### config.mk
export PLATFORM = sky130hd
export DESIGN_NAME = bin_to_bcd_display
export DESIGN_NICKNAME = d
export VERILOG_FILES = /design/src/rtl/display_pkg.sv /design/src/rtl/bcd_add3_digit.sv /design/src/rtl/bin_to_bcd_display.sv
export SDC_FILE = /design/constraint.sdc
export NUM_CORES = 1
export LEC_CHECK = 0
export BUFFER_PORTS_ARGS = -buffer_cell sky130_fd_sc_hd__buf_2
export CORE_MARGIN = 2
export CORE_UTILIZATION = 45
export CTS_CLUSTER_DIAMETER = 60
export DETAILED_ROUTE_END_ITERATION = 7
export SLEW_MARGIN = 30
export SYNTH_ARGS = -nofsm -noshare
export SYNTH_HDL_FRONTEND = slang
export SYNTH_HIERARCHICAL = 1
export SYNTH_SLANG_ARGS = --single-unit
### constraint.sdc
create_clock -name clk -period 2.1 [get_ports clk]
set_input_delay 0.21 -clock clk [delete_from_list [all_inputs] [get_ports clk]]
set_output_delay 0.21 -clock clk [all_outputs]
set_load 0.01 [all_outputs]
### src/rtl/display_pkg.sv
// Shared types and constants for the binary-to-BCD display front end.
package display_pkg;

    // Conversion sequencer states
    typedef enum logic [1:0] {
        IDLE   = 2'd0,
        SHIFT  = 2'd1,
        FINISH = 2'd2
    } state_t;

    // Display geometry and codes
    localparam int unsigned NUM_DIGITS   = 8;
    localparam int unsigned NIBBLE_W     = 4;
    localparam int unsigned BCD_W        = NUM_DIGITS * NIBBLE_W;
    localparam int unsigned DOT_POS_W    = 3;
    localparam logic [3:0]  BLANK_NIBBLE = 4'hF;
    localparam int unsigned MAX_DISPLAY  = 99_999_999;

endpackage : display_pkg

### src/rtl/bcd_add3_digit.sv
// Double-dabble correction for one BCD nibble: add 3 when the nibble is 5 or more.
module bcd_add3_digit
    import display_pkg::*;
(
    input  logic [NIBBLE_W-1:0] nibble,
    output logic [NIBBLE_W-1:0] nibble_adj_c
);

    // Pre-shift correction so the following left shift carries into the next decade
    always_comb begin
        nibble_adj_c = nibble;
        if (nibble >= 4'd5) begin
            nibble_adj_c = nibble + 4'd3;
        end
    end

endmodule : bcd_add3_digit

### src/rtl/bin_to_bcd_display.sv
// Serial binary-to-BCD converter producing eight display digits with
// leading-zero blanking, decimal point control and overflow indication.
module bin_to_bcd_display
    import display_pkg::*;
#(
    parameter int unsigned WIDTH = 27
) (
    input  logic                 clk,
    input  logic                 rst_n,
    input  logic                 start,
    input  logic [WIDTH-1:0]     value,
    input  logic                 blank_lz,
    input  logic                 dot_en,
    input  logic [DOT_POS_W-1:0] dot_pos,
    output logic                 busy,
    output logic                 done,
    output logic [BCD_W-1:0]     digit,
    output logic [NUM_DIGITS-1:0] en_dot,
    output logic                 ovf
);

    localparam int unsigned CNT_W = $clog2(WIDTH);

    state_t                state;
    logic [BCD_W-1:0]      acc_q;
    logic [WIDTH-1:0]      bin_q;
    logic [WIDTH-1:0]      value_q;
    logic [CNT_W-1:0]      cnt_q;
    logic                  blank_q;
    logic                  dot_en_q;
    logic [DOT_POS_W-1:0]  dot_pos_q;

    logic [BCD_W-1:0]      acc_adj_c;
    logic [BCD_W-1:0]      disp_c;
    logic [NUM_DIGITS-1:0] dot_c;
    logic                  ovf_c;

    // One add-3 corrector per BCD decade of the accumulator
    for (genvar g = 0; g < NUM_DIGITS; g++) begin : g_add3
        bcd_add3_digit u_add3 (
            .nibble       (acc_q[NIBBLE_W*g +: NIBBLE_W]),
            .nibble_adj_c (acc_adj_c[NIBBLE_W*g +: NIBBLE_W])
        );
    end

    // Leading-zero blanking on the finished accumulator; digits at or right of the dot stay lit
    always_comb begin
        logic seen_nz;
        logic keep;
        seen_nz = 1'b0;
        keep    = 1'b0;
        disp_c  = acc_q;
        for (int i = int'(NUM_DIGITS) - 1; i >= 0; i--) begin
            if (acc_q[NIBBLE_W*i +: NIBBLE_W] != 4'h0) begin
                seen_nz = 1'b1;
            end
            keep = seen_nz || (i == 0) || (dot_en_q && (DOT_POS_W'(i) <= dot_pos_q));
            if (blank_q && !keep) begin
                disp_c[NIBBLE_W*i +: NIBBLE_W] = BLANK_NIBBLE;
            end
        end
    end

    // Decimal point one-hot and overflow compare on the captured request
    always_comb begin
        dot_c = '0;
        if (dot_en_q) begin
            dot_c = NUM_DIGITS'(1) << dot_pos_q;
        end
        ovf_c = 32'(value_q) > MAX_DISPLAY;
    end

    // Sequencer: capture, WIDTH shift cycles, then publish the result
    always_ff @(posedge clk or negedge rst_n) begin
        if (!rst_n) begin
            state     <= IDLE;
            busy      <= 1'b0;
            done      <= 1'b0;
            ovf       <= 1'b0;
            digit     <= {NUM_DIGITS{BLANK_NIBBLE}};
            en_dot    <= '0;
            acc_q     <= '0;
            bin_q     <= '0;
            value_q   <= '0;
            cnt_q     <= '0;
            blank_q   <= 1'b0;
            dot_en_q  <= 1'b0;
            dot_pos_q <= '0;
        end else begin
            done <= 1'b0;
            case (state)
                IDLE: begin
                    if (start) begin
                        value_q   <= value;
                        bin_q     <= value;
                        blank_q   <= blank_lz;
                        dot_en_q  <= dot_en;
                        dot_pos_q <= dot_pos;
                        acc_q     <= '0;
                        cnt_q     <= CNT_W'(WIDTH - 1);
                        busy      <= 1'b1;
                        state     <= SHIFT;
                    end
                end
                SHIFT: begin
                    {acc_q, bin_q} <= {acc_adj_c, bin_q} << 1;
                    if (cnt_q == '0) begin
                        state <= FINISH;
                    end else begin
                        cnt_q <= cnt_q - 1'b1;
                    end
                end
                FINISH: begin
                    if (ovf_c) begin
                        digit  <= {NUM_DIGITS{BLANK_NIBBLE}};
                        en_dot <= '0;
                        ovf    <= 1'b1;
                    end else begin
                        digit  <= disp_c;
                        en_dot <= dot_c;
                        ovf    <= 1'b0;
                    end
                    done  <= 1'b1;
                    busy  <= 1'b0;
                    state <= IDLE;
                end
                default: begin
                    state <= IDLE;
                    busy  <= 1'b0;
                end
            endcase
        end
    end

endmodule : bin_to_bcd_display

# --- Word level (Yosys, flattened, before mapping) ---
# Cells that the tools add are included.
# W data, S select, Z words.
word_totals:
  output_inout_bits: 43
  regBits: 141
  elab_cells: 127
classes:
  order_cmp: 16
  mux: 39
  n_bitwise: 1
  n_eq_ne: 5
  n_addsub: 9
  n_shift: 1
  reduce_logical: 43
op_table:
  columns: ["operator", "count"]
  rows:
  - ["$mux W32", 2]
  - ["$pmux W32 S2", 1]
  - ["$mux W4", 14]
  - ["$pmux W27 S2", 1]
  - ["$ge A4 B3 Y1 const B", 8]
  - ["$add A4 B2 Y4 const B", 7]
  - ["$reduce_bool A4 Y1", 7]
  - ["$gt A27 B27 Y1 const B", 1]
  - ["$mux W27", 1]
  - ["$mux W8", 2]
  - ["$logic_and A1 B1 Y1", 14]
  - ["$le A3 B3 Y1 const A", 4]
  - ["$mux W1", 10]
  - ["$mux W5", 2]
  - ["$pmux W5 S2", 1]
  - ["$reduce_and A2 Y1", 4]
  - ["$shl A1 B3 Y8 const A", 1]
  - ["$logic_not A1 Y1", 7]
  - ["$logic_or A1 B1 Y1", 7]
  - ["$le A2 B3 Y1 const A", 2]
  - ["$ne A2 B2 Y1 const B", 3]
  - ["$logic_not A5 Y1", 1]
  - ["$sub A5 B1 Y5 const B", 1]
  - ["$mux W2", 2]
  - ["11 further kinds", 11]

# --- Logic depth before layout (Yosys ltp) ---
depth:
  word_depth: 13
  ltp_mapped: 7
  depth_no_buf: 7

# --- Cells and area by module ---
# Netlist, hierarchy kept.
by_module_without_submodules:
  columns: ["mod", "instances", "cells_each", "seq_area_each_um2", "area_each_um2"]
  rows:
  - ["bin_to_bcd_display", 1, 491, 3368.2, 5525.3]
  - ["bcd_add3_digit", 8, 16, 0.0, 101.3]

# --- Least setup slack after synthesis ---
# Ideal clock, no wire load.
synth_timing:
  path_kind: "reg-to-reg"
  start: "register cnt_q[0]"
  end: "register cnt_q[4]"
  period_less_slack_ns: 1.852
  stages_incl_launch_ff: 8
  t_arrival_ns: 1.718
  setup_ns: 0.134
  setup_slack_ns: 0.248
  n_path_buf: 1
  path_cell_list: "dfrtp_1 inv_1 ha_1 or4b_2 clkbuf_1 o2111ai_1 xor2_1 nand2_1"
synth_via:
  elab_chain_len: 3
synth_rtl:
  columns: ["element", "line_no", "source"]
  rows:
  - ["start: declaration", "bin_to_bcd_display.sv:28", "logic [CNT_W-1:0] cnt_q;"]
  - ["start signal: assignment", "bin_to_bcd_display.sv:100", "cnt_q <= CNT_W'(WIDTH - 1);"]
  - ["start signal: assignment", "bin_to_bcd_display.sv:110", "cnt_q <= cnt_q - 1'b1;"]
  - ["$sub A5 B1 Y5 / $logic_not A5 Y1 (equally long branches)", "bin_to_bcd_display.sv:110, bin_to_bcd_display.sv:107", null]
  - ["$mux W5 / $ne A2 B2 Y1 (equally long branches)", null, null]
  - ["$pmux W5 S2 / $reduce_and A3 Y1 (equally long branches)", null, null]
# Parallel ways exist; a longest one is shown, timed or not. The select of a mux whose other input is x is not followed.
# A chain may end at the register's enable or synchronous reset.

# --- Worst setup path in the final report ---
layout_timing:
  start: "register acc_q[13]"
  end: "register digit[7]"
layout_via:
  elab_chain_len: 9
layout_rtl:
  columns: ["element", "line_no", "source"]
  rows:
  - ["start: declaration", "bin_to_bcd_display.sv:25", "logic [BCD_W-1:0] acc_q;"]
  - ["start signal: assignment", "bin_to_bcd_display.sv:106", "{acc_q, bin_q} <= {acc_adj_c, bin_q} << 1;"]
  - ["$reduce_bool A4 Y1", "bin_to_bcd_display.sv:54", "if (acc_q[NIBBLE_W*i +: NIBBLE_W] != 4'h0) begin"]
  - ["$mux W1 (3 in a row)", "bin_to_bcd_display.sv:54", null]
  - ["$logic_or A1 B1 Y1", "bin_to_bcd_display.sv:57", "keep = seen_nz || (i == 0) || (dot_en_q && (DOT_POS_W'(i) <= dot_pos_q));"]
  - ["$logic_not A1 Y1", "bin_to_bcd_display.sv:58", "if (blank_q && !keep) begin"]
  - ["$logic_and A1 B1 Y1", "bin_to_bcd_display.sv:58", null]
  - ["$mux W4", "bin_to_bcd_display.sv:58", null]
  - ["$mux W32", "bin_to_bcd_display.sv:114", "if (ovf_c) begin"]
  - ["end signal: assignment", "bin_to_bcd_display.sv:80", "digit <= {NUM_DIGITS{BLANK_NIBBLE}};"]
  - ["end signal: assignment", "bin_to_bcd_display.sv:115", "digit <= {NUM_DIGITS{BLANK_NIBBLE}};"]
  - ["end signal: assignment", "bin_to_bcd_display.sv:119", "digit <= disp_c;"]
  - ["end: declaration", "bin_to_bcd_display.sv:17", "output logic [BCD_W-1:0] digit,"]
# Every way passes these cells.

==> results.json <==
{
  "clkTransAtPathRegs_ns": 0.06,
  "min_path_type": "in -> reg",
  "die_area_um2": 15000,
  "mostFrequentLayoutCells": "nand2_1, dfrtp_1, buf_2",
  "critPathMaxFanout": 5,
  "power_uw": 12300,
  "yosys_warnings": 6,
  "place_congestion": 0.816,
  "grt.total_usage_pct": 20.1,
  "gr-total-overflow": 0,
  "p_per_area_nw_per_um2": 1580,
  "tns_ns": 0,
  "hold_viol_final": 0,
  "place_hpwl_um": 9660,
  "cts_sinks": 133,
  "rows": 43,
  "start_util_pct": 45.9,
  "slew_viol_final": 0,
  "die_x_um": 122,
  "htreeDepth": 4,
  "drc": 0,
  "placed_area_um2": 7080,
  "antenna_found_initial": 0,
  "cts_buffers": 17,
  "via_count": 4874,
  "criticalPathCategory": "reg -> reg",
  "skew_ns": 0.00961,
  "timing.max_cap.violations": 0,
  "clock_latency_ns": 0.42,
  "reg2reg_to": "digit[7]$_DFFE_PN1P_",
  "syn_inst": 615,
  "grt_setup_unrepaired": "no",
  "worst_pin_slew_ns": 0.544,
  "timing.final.crit_share_pct": 94.8,
  "met1_length_um": 6430,
  "drtIter0Drc": 214,
  "synthToLayoutAreaGrowth_pct": 22.8,
  "cts_tree": "built",
  "required_ns": 2.45,
  "coreArea_um2": 13800,
  "outcome": "completed",
  "dieHeight_um": 122,
  "holdPathEnd": "value_q[18]$_DFFE_PN0P_",
  "worstRegToRegCells": 4,
  "final_layout_size_suffix_gt1_share_pct": 25.8,
  "postRouteAntennaNets": 0,
  "topRoutingLayerUsed": "met4",
  "crit_arrival_ns": 2.34,
  "final_nets": 768,
  "setup_viol": 0,
  "hold_depth": 3,
  "post_drt_wl_per_cell_um": 15.4,
  "ir_drop_mv": 0.676,
  "r2r_start": "acc_q[13]$_DFFE_PN0P_",
  "whs_ns": 0.0102,
  "p_leak_uw": 0.00381,
  "stdcell_area_um2": 7750,
  "io_pins": 78,
  "drt-vias-per-instance": 5.37,
  "ff2ff_setup_slack_ns": 0.11,
  "grt_start_max_net_pins": 76,
  "final_common_cell": "nand2_1",
  "cts.path.max_buffers": 2,
  "slew_headroom_pct": 63.7,
  "end_kind": "flop",
  "met3WireLength_um": 764,
  "diodes": 0,
  "grt_pass1_wl_um": 23500,
  "syn-cell-area_um2": 6320,
  "grt_pass1_vias": 4789,
  "ctsRootBufferMaster": "clkbuf_16",
  "synth_nets": 668,
  "cts-resized-gates": 0,
  "port_buffers": 77,
  "firstDrtPassIters": 4,
  "cp-start-kind": "flop",
  "syn_avg_cell_area_um2": 10.3,
  "timing.fmax_mhz": 502,
  "dr_wl_met2_um": 6600,
  "routed_wl_um": 14000,
  "min_period_ns": 1.99,
  "min_from": "value[18]"
}
==> repair_timing <==
item / 4_1_cts / 5_1_grt
hold buffers: 6 / 1
endpoints found under the setup margin: 0 / 9
buffers inserted: 0 / 1
endpoints found under the hold margin: 106 / 1
==> report_power, final <==
group          switching (uW)  internal, uW
combinational            2470          2270
clock                    1050          1930
sequential                778          3750
==> sequential cells by signal, summed over array words and instances, names as in the netlist <==
name and cells:
dot_en_q 1, acc_q 32, cnt_q 5, ovf 1, en_dot 8, blank_q 1, state 2, done 1
dot_pos_q 3, busy 1, value_q 19, digit 32, bin_q 27
==> layout make-up <==
class | count | area [um^2]
fill | 1241 | 6020
sequential | 133 | 3370
multi-input combinational | 422 | 2740
timing repair buffer | 116 | 736
clock buffer | 24 | 472
tap | 180 | 225
clock inverter | 8 | 124
inverter | 25 | 93.8
==> routing by layer <==
metal | up-vias | track usage [%]
met1 | 2404 | 27.6
met5 | - | 0
met3 | 18 | 5.16
met2 | 106 | 30.8
li1 | 2346 | -
met4 | 0 | 7.54
==> how the worst max path moves through the flow <==
stage / end / slack (ns) / from
2_1_floorplan: cnt_q[4]$_DFFE_PN0P_ / 0.25 / cnt_q[0]$_DFFE_PN0P_
3_3_place_gp: digit[15]$_DFFE_PN1P_ / 0.12 / acc_q[25]$_DFFE_PN0P_
3_5_place_dp: digit[17]$_DFFE_PN1P_ / 0.06 / acc_q[25]$_DFFE_PN0P_
4_1_cts: digit[17]$_DFFE_PN1P_ / 0.03 / acc_q[25]$_DFFE_PN0P_
5_1_grt: cnt_q[4]$_DFFE_PN0P_ / 0.04 / cnt_q[0]$_DFFE_PN0P_
6_report: digit[7]$_DFFE_PN1P_ / 0.11 / acc_q[13]$_DFFE_PN0P_
==> through the flow <==
stage | worst slack, ns | utilization (%) | cells
final | 0.109 | 56.3 | 908
after floorplan | 0.248 | - | 615
after CTS | 0.0254 | 56.2 | 906
after detailed placement | 0.0625 | 51.4 | 868
after global routing | 0.0433 | 56.3 | 908
after global placement | 0.122 | 51.4 | 868
==> critical path, stage by stage, from the launching register on <==
cell and delay, ns:
dfrtp_1 0.41, or4_1 0.60, nor3_1 0.41, and4_1 0.35, o32a_1 0.17
Power figures use the tool's default switching activity.
